### src/rtl/systolic_pkg.sv
// Shared definitions for the 2x2 systolic-array feeder.
//   - FSM state encoding (legacy-compatible localparam constants)
//   - FEED_LEN / DRAIN_LEN phase lengths in cycles
package systolic_pkg;

  localparam logic [2:0] StIdle  = 3'd0;
  localparam logic [2:0] StClear = 3'd1;
  localparam logic [2:0] StFeed  = 3'd2;
  localparam logic [2:0] StDrain = 3'd3;
  localparam logic [2:0] StWait  = 3'd4;
  localparam logic [2:0] StOut   = 3'd5;

  // Skewed feed of a 2x2 tile takes 2*2-1 cycles; the drain lets the last
  // operands ripple through to PE(1,1).
  localparam int unsigned FEED_LEN  = 3;
  localparam int unsigned DRAIN_LEN = 2;

endpackage

### src/rtl/skew_mux.sv
// Combinational skew selection for a 2x2 array.
// Ports:
//   feed_en_i     : high while feeding; lanes are zero otherwise
//   f_i           : feed step 0..2
//   a_i, b_i      : registered A (slice 2*i+k) and B (slice 2*k+j) tiles
//   data_lane_o   : {row1, row0} values into the array data inputs
//   weight_lane_o : {col1, col0} values into the array weight inputs
// Lane i carries A[i][f-i] and weight lane j carries B[f-j][j] when that
// index lies in 0..1, otherwise zero.
module skew_mux #(
  parameter int unsigned datawith = 16
) (
  input  logic                  feed_en_i,
  input  logic [1:0]            f_i,
  input  logic [4*datawith-1:0] a_i,
  input  logic [4*datawith-1:0] b_i,
  output logic [2*datawith-1:0] data_lane_o,
  output logic [2*datawith-1:0] weight_lane_o
);

  localparam int unsigned W = datawith;

  logic [W-1:0] a00, a01, a10, a11;
  logic [W-1:0] b00, b01, b10, b11;

  assign a00 = a_i[0*W +: W];
  assign a01 = a_i[1*W +: W];
  assign a10 = a_i[2*W +: W];
  assign a11 = a_i[3*W +: W];
  assign b00 = b_i[0*W +: W];
  assign b01 = b_i[1*W +: W];
  assign b10 = b_i[2*W +: W];
  assign b11 = b_i[3*W +: W];

  always_comb begin
    data_lane_o   = '0;
    weight_lane_o = '0;
    if (feed_en_i) begin
      case (f_i)
        2'd0: begin
          data_lane_o   = {{W{1'b0}}, a00};
          weight_lane_o = {{W{1'b0}}, b00};
        end
        2'd1: begin
          data_lane_o   = {a10, a01};
          weight_lane_o = {b01, b10};
        end
        2'd2: begin
          data_lane_o   = {a11, {W{1'b0}}};
          weight_lane_o = {b11, {W{1'b0}}};
        end
        default: begin
          data_lane_o   = '0;
          weight_lane_o = '0;
        end
      endcase
    end
  end

endmodule

### src/rtl/systolic_feeder.sv
// Job sequencer feeding a 2x2 output-stationary systolic array.
// Accepts an A/B tile pair, clears the array, feeds skewed operands, drains,
// waits for compute_done (bounded by `timeout` cycles) and presents the
// captured C tile on a valid/ready result port.
// Ports:
//   clk, rst                  : clock, asynchronous active-low reset
//   tile_valid / tile_ready   : job handshake; a_tile, b_tile are the operands
//   data_lane, weight_lane    : skewed operands into the array
//   systolic_en               : array compute enable
//   read_all_data             : array drain request (WAIT state)
//   array_rst                 : active-low array clear (CLEAR state or reset)
//   compute_done, array_result: array completion and C tile
//   res_valid / res_ready     : result handshake; res_data is the captured tile
//   err                       : sticky timeout flag, cleared only by reset
module systolic_feeder
  import systolic_pkg::*;
#(
  parameter int unsigned datawith   = 16,
  parameter int unsigned array_size = 2,
  parameter int unsigned timeout    = 15
) (
  input  logic                                       clk,
  input  logic                                       rst,
  input  logic                                       tile_valid,
  output logic                                       tile_ready,
  input  logic [array_size*array_size*datawith-1:0]  a_tile,
  input  logic [array_size*array_size*datawith-1:0]  b_tile,
  output logic [array_size*datawith-1:0]             data_lane,
  output logic [array_size*datawith-1:0]             weight_lane,
  output logic                                       systolic_en,
  output logic                                       read_all_data,
  output logic                                       array_rst,
  input  logic                                       compute_done,
  input  logic [array_size*array_size*datawith-1:0]  array_result,
  output logic                                       res_valid,
  input  logic                                       res_ready,
  output logic [array_size*array_size*datawith-1:0]  res_data,
  output logic                                       err
);

  localparam int unsigned TileW = array_size * array_size * datawith;
  localparam int unsigned CntW  = (timeout < 1) ? 1 : $clog2(timeout + 1);

  localparam logic [CntW-1:0] CntTimeout = CntW'(timeout);
  localparam logic [1:0]      FeedLast   = 2'(FEED_LEN - 1);
  localparam logic [1:0]      DrainLast  = 2'(DRAIN_LEN - 1);

  logic [2:0]       state_q, state_d;
  logic [1:0]       f_q, f_d;
  logic [CntW-1:0]  cnt_q, cnt_d, cnt_inc;
  logic [TileW-1:0] a_q, a_d, b_q, b_d, res_q, res_d;
  logic             err_q, err_d;

  // Saturating WAIT counter.
  assign cnt_inc = (cnt_q >= CntTimeout) ? cnt_q : cnt_q + 1'b1;

  always_comb begin
    state_d = state_q;
    f_d     = f_q;
    cnt_d   = cnt_q;
    a_d     = a_q;
    b_d     = b_q;
    res_d   = res_q;
    err_d   = err_q;
    case (state_q)
      StIdle: begin
        if (tile_valid) begin
          a_d     = a_tile;
          b_d     = b_tile;
          state_d = StClear;
        end
      end
      StClear: begin
        f_d     = '0;
        cnt_d   = '0;
        state_d = StFeed;
      end
      StFeed: begin
        if (f_q == FeedLast) begin
          f_d     = '0;
          state_d = StDrain;
        end else begin
          f_d = f_q + 2'd1;
        end
      end
      StDrain: begin
        if (f_q == DrainLast) begin
          f_d     = '0;
          cnt_d   = '0;
          state_d = StWait;
        end else begin
          f_d = f_q + 2'd1;
        end
      end
      StWait: begin
        cnt_d = cnt_inc;
        if (compute_done) begin
          res_d   = array_result;
          state_d = StOut;
        end else if (cnt_inc >= CntTimeout) begin
          // Timed out: flag it but still hand back whatever the array holds.
          err_d   = 1'b1;
          res_d   = array_result;
          state_d = StOut;
        end
      end
      StOut: begin
        if (res_ready) begin
          state_d = StIdle;
        end
      end
      default: state_d = StIdle;
    endcase
  end

  always_ff @(posedge clk or negedge rst) begin
    if (!rst) begin
      state_q <= StIdle;
      f_q     <= '0;
      cnt_q   <= '0;
      a_q     <= '0;
      b_q     <= '0;
      res_q   <= '0;
      err_q   <= 1'b0;
    end else begin
      state_q <= state_d;
      f_q     <= f_d;
      cnt_q   <= cnt_d;
      a_q     <= a_d;
      b_q     <= b_d;
      res_q   <= res_d;
      err_q   <= err_d;
    end
  end

  skew_mux #(
    .datawith(datawith)
  ) u_skew_mux (
    .feed_en_i    (state_q == StFeed),
    .f_i          (f_q),
    .a_i          (a_q),
    .b_i          (b_q),
    .data_lane_o  (data_lane),
    .weight_lane_o(weight_lane)
  );

  assign tile_ready    = (state_q == StIdle);
  assign systolic_en   = (state_q == StFeed) || (state_q == StDrain) || (state_q == StWait);
  assign read_all_data = (state_q == StWait);
  // Array is held in clear while the feeder itself is in reset.
  assign array_rst     = rst && (state_q != StClear);
  assign res_valid     = (state_q == StOut);
  assign res_data      = res_q;
  assign err           = err_q;

endmodule

### config.mk
export PLATFORM = sky130hd
export DESIGN_NAME = systolic_feeder
export DESIGN_NICKNAME = d
export VERILOG_FILES = /design/src/rtl/systolic_pkg.sv /design/src/rtl/skew_mux.sv /design/src/rtl/systolic_feeder.sv
export SDC_FILE = /design/constraint.sdc
export NUM_CORES = 1
export LEC_CHECK = 0
export BUFFER_PORTS_ARGS = -buffer_cell sky130_fd_sc_hd__buf_2
export CORE_MARGIN = 8
export CORE_UTILIZATION = 50
export DETAILED_ROUTE_END_ITERATION = 16
export GPL_TIMING_DRIVEN = 0
export HOLD_SLACK_MARGIN = 0.15
export PLACE_DENSITY = 0.82
export SYNTH_ARGS = -nofsm -noshare
export SYNTH_HDL_FRONTEND = slang
export SYNTH_SLANG_ARGS = --single-unit
export TNS_END_PERCENT = 20
### constraint.sdc
create_clock -name clk -period 4.3 [get_ports clk]
set_input_delay 0.86 -clock clk [delete_from_list [all_inputs] [get_ports clk]]
set_output_delay 0.86 -clock clk [all_outputs]
set_load 0.01 [all_outputs]
==> results_dict.tcl <==
set metrics [dict create \
    outcome "complete, no violations" \
    worst_slew_pin_slew_ns 0.918 \
    die-area_um2 21600 \
    cp_cell_sequence "clkbuf_1, nand2_1, nor2_1, clkbuf_1, a22o_1, buf_2" \
    timing.max_slew.rel_slack 0.383 \
    cts_max_level 1 \
    place.detailed.hpwl_um 18400 \
    grt.overflow.total 0 \
    post_cts.resized_instances 0 \
    port_buffers 330 \
    worst-path-max-fanout 10 \
    synth_largest_area_cell "sky130_fd_sc_hd__dfrtp_1" \
    critical_path.slowest_cell "sky130_fd_sc_hd__nor2_1" \
    portion_of_total_power_attributed_to_the_clock_network 0.242 \
    most_frequent_standard_cell_in_the_layout_excluding_fill_and_tap_cells "sky130_fd_sc_hd__buf_2" \
    post-route-util 0.667 \
    design.core.area_um2 17000 \
    setup-violations-final 0 \
    cp.buffers_inverters 3 \
    yosys_most_used_dff "sky130_fd_sc_hd__dfrtp_1" \
    syn_to_final_growth_pct 32.5 \
    power.ir.vdd_worst_uv 446 \
    design.final.nets 1112 \
    synth-compound-area-share 0.0851 \
    layout_min_cycle_time_ns 3.91 \
    synth.lib_cells_used.distinct 37 \
    synth.yosys.warnings 0 \
    slowest_delay_ns 0.69 \
    pin_count_of_the_biggest_net_entering_global_routing 118 \
    antennaDiodeCount 0 \
    power_density_nw_per_um2 765 \
    p_leak_nw 5.90 \
    synth_simple_gate_area_frac 0.0225 \
    power.switching_mw 2.75 \
    upper_clock_frequency_limit_ghz 0.256 \
    final_max_slew_viol_count 0 \
    via_per_instance_ratio 5.31 \
    netlist_top_cells_area "sky130_fd_sc_hd__dfrtp_1 59%, sky130_fd_sc_hd__mux2_2 19%, sky130_fd_sc_hd__mux2_4 8.8%" \
    min_path_type "input port to async pin" \
    wire_length_of_the_first_global_routing_pass_um 38400 \
    die-width_um 147 \
    syn_nets 757 \
    timing.final.ws_setup_ns 0.387 \
    detail_route.first_pass.iterations 4 \
    clkLatencyLatePin_ns 0.49 \
    synth.area.mux_share 0.275 \
    element_type_at_the_critical_path_end "output port" \
    layout.cells.most_common_list "342 x sky130_fd_sc_hd__buf_2, 202 x sky130_fd_sc_hd__dfrtp_1, 142 x sky130_fd_sc_hd__mux2_2" \
    edff_count_synth 0 \
    place_congestion 0.827 \
    cts_post_setup_buffers_inserted 0 \
    yosys_register_bits 202 \
    share_of_the_synthesized_netlist_area_taken_by_xor_and_xnor_gates 0.00102 \
    critical_path.startpoint_type "flop" \
    ioPinCount 331 \
    routed_wire_length_per_instance_um 21.2 \
    finalHoldViolations 0 \
    post-route-period-util 0.910 \
    routed_wirelength_um 24500 \
    cts.clk_slew.worst_paths_ns 0.06 \
    largest_clock_skew_in_the_final_design_ns 0.00979 \
    worst-setup-path-type "flop to output port" \
    aggregate_global_route_resource_usage 0.223 \
    cts_root_buffer "sky130_fd_sc_hd__clkbuf_16" \
    switching_part_of_the_total_power 0.317 \
    max_cap_viol_count 0 \
    post_synth_fa_ha_maj_area_fraction 0.00146 \
    via_count 6130 \
    data_arrival_critical_path_ns 3.05 \
    synth.yosys.seq_area_share 0.591 \
    cts_tree "built" \
    synthesis.instances 559 \
    grt_pass1_vias 6850 \
    die_h_um 147 \
    netlist.area_leader.share 0.591 \
    number_of_nets_still_failing_antenna_checks_after_routing 0 \
    worst_endpoint_required_time_ns 3.44 \
    post_synth.cell_area_avg_um2 15.3 \
    kind_of_cell_adding_the_most_delay_to_the_critical_path "buffers and inverters" \
    async_reset_ff_frac 1.00 \
    detail_route.iter0.violations 161 \
    numClockSinks 202 \
    drc_violations 0 \
    final_layout_size_suffix_gt1_frac 0.626 \
    antenna_found_initial 2 \
    post_synth_instance_area_um2 8560 \
    post-place-ws_ns 0.813 \
    start_util 0.504 \
    layout.cells.non_filler 1154 \
    tritoncts.num_buffers 22 \
    synth_top_family_by_area "multiplexers" \
    placed_cells_incl_taps 1115 \
    cpMostUsedCell "sky130_fd_sc_hd__clkbuf_1" \
    placementRows 48 \
    rsz0062_at_grt "false" \
    power_frac_comb 0.369 \
    ctsLongestPathBuffers 3 \
    ctsHoldBuffers 0 \
    internal_power_mw 5.92 \
    power_frac_seq 0.389 \
]
==> per-layer routing <==
layer | vias up | global-route usage | part of all wire
met5 | - | 0 | 0.00065
met4 | 4 | 0.0675 | 0.024
met3 | 51 | 0.0886 | 0.10
met2 | 281 | 0.379 | 0.49
met1 | 3034 | 0.253 | 0.38
li1 | 2760 | - | -
==> final cells by class <==
cell class	count	area, um^2
plain buffers	35	193
clock buffers	30	642
clock inverters	9	173
fillers	1207	5650
inverters	5	18.8
multi-input cells	317	3290
flip-flops and latches	202	5050
well taps	225	282
repair buffers	331	1690
==> sequential cells by signal, summed over array words and instances, names as in the netlist <==
name      flops
a_q          64
err           1
b_q          64
res_data     64
state_q       3
cnt_q         4
f_q           2
==> final timing paths <==
check | start | endpoint | slack (ns) | depth (start not counted)
max | state_q[1] | data_lane[14] | 0.39 | 6
min | rst | b_q[26] | 0.37 | 1
max reg2reg | cnt_q[0] | res_data[31] | 1.82 | 6
min reg2reg | err | err | 0.49 | 2
max in group asynchronous | rst | a_q[36] | 2.92 | 2
min in group clk | err | err | 0.49 | 2
==> power by group through the flow <==
stage | combinational, mW | sequential [mW] | clock (mW)
CTS | 3.26 | 3.37 | 2.13
finish | 3.20 | 3.37 | 2.10
global route | 3.46 | 3.49 | 2.22
floorplan | 1.93 | 3.41 | 0
global placement | 3.15 | 3.33 | 0
detailed placement | 3.24 | 3.37 | 0
==> per-stage QoR <==
stage	area [um^2]	power [mW]	TNS [ns]	hold WS [ns]
after CTS	11300	8.76	0	0.388
final	11300	8.67	0	0.371
after global routing	11300	9.17	0	0.415
after floorplan	8560	5.35	0	0.481
after global placement	10500	6.48	-195.55	0.448
after detailed placement	10500	6.62	0	0.473
==> synthesized netlist by cell type (3+ instances only) <==
| library cell | instances |
|---|---|
| sky130_fd_sc_hd__dfrtp_1 | 202 |
| sky130_fd_sc_hd__mux2_2 | 142 |
| sky130_fd_sc_hd__a22o_1 | 64 |
| sky130_fd_sc_hd__mux2_4 | 50 |
| sky130_fd_sc_hd__clkbuf_1 | 15 |
| sky130_fd_sc_hd__buf_2 | 13 |
| sky130_fd_sc_hd__nor2_1 | 8 |
| sky130_fd_sc_hd__nand2_1 | 7 |
| sky130_fd_sc_hd__o21ai_0 | 7 |
| sky130_fd_sc_hd__buf_6 | 6 |
| sky130_fd_sc_hd__nor3_1 | 6 |
| sky130_fd_sc_hd__a21oi_1 | 4 |
| sky130_fd_sc_hd__inv_1 | 4 |
| sky130_fd_sc_hd__nand2b_1 | 3 |
==> cells by family (layout without fill, tap and decap cells) <==
group | Yosys count | after routing
flip-flops | 202 | 202
multiplexers | 192 | 192
AO/OA/AOI/OAI | 88 | 88
buffers and inverters | 40 | 410
AND/OR/NAND/NOR | 35 | 35
adder cells (fa/ha/maj) | 1 | 1
XOR/XNOR | 1 | 1
Note: power is estimated with default switching activity, not from simulation.
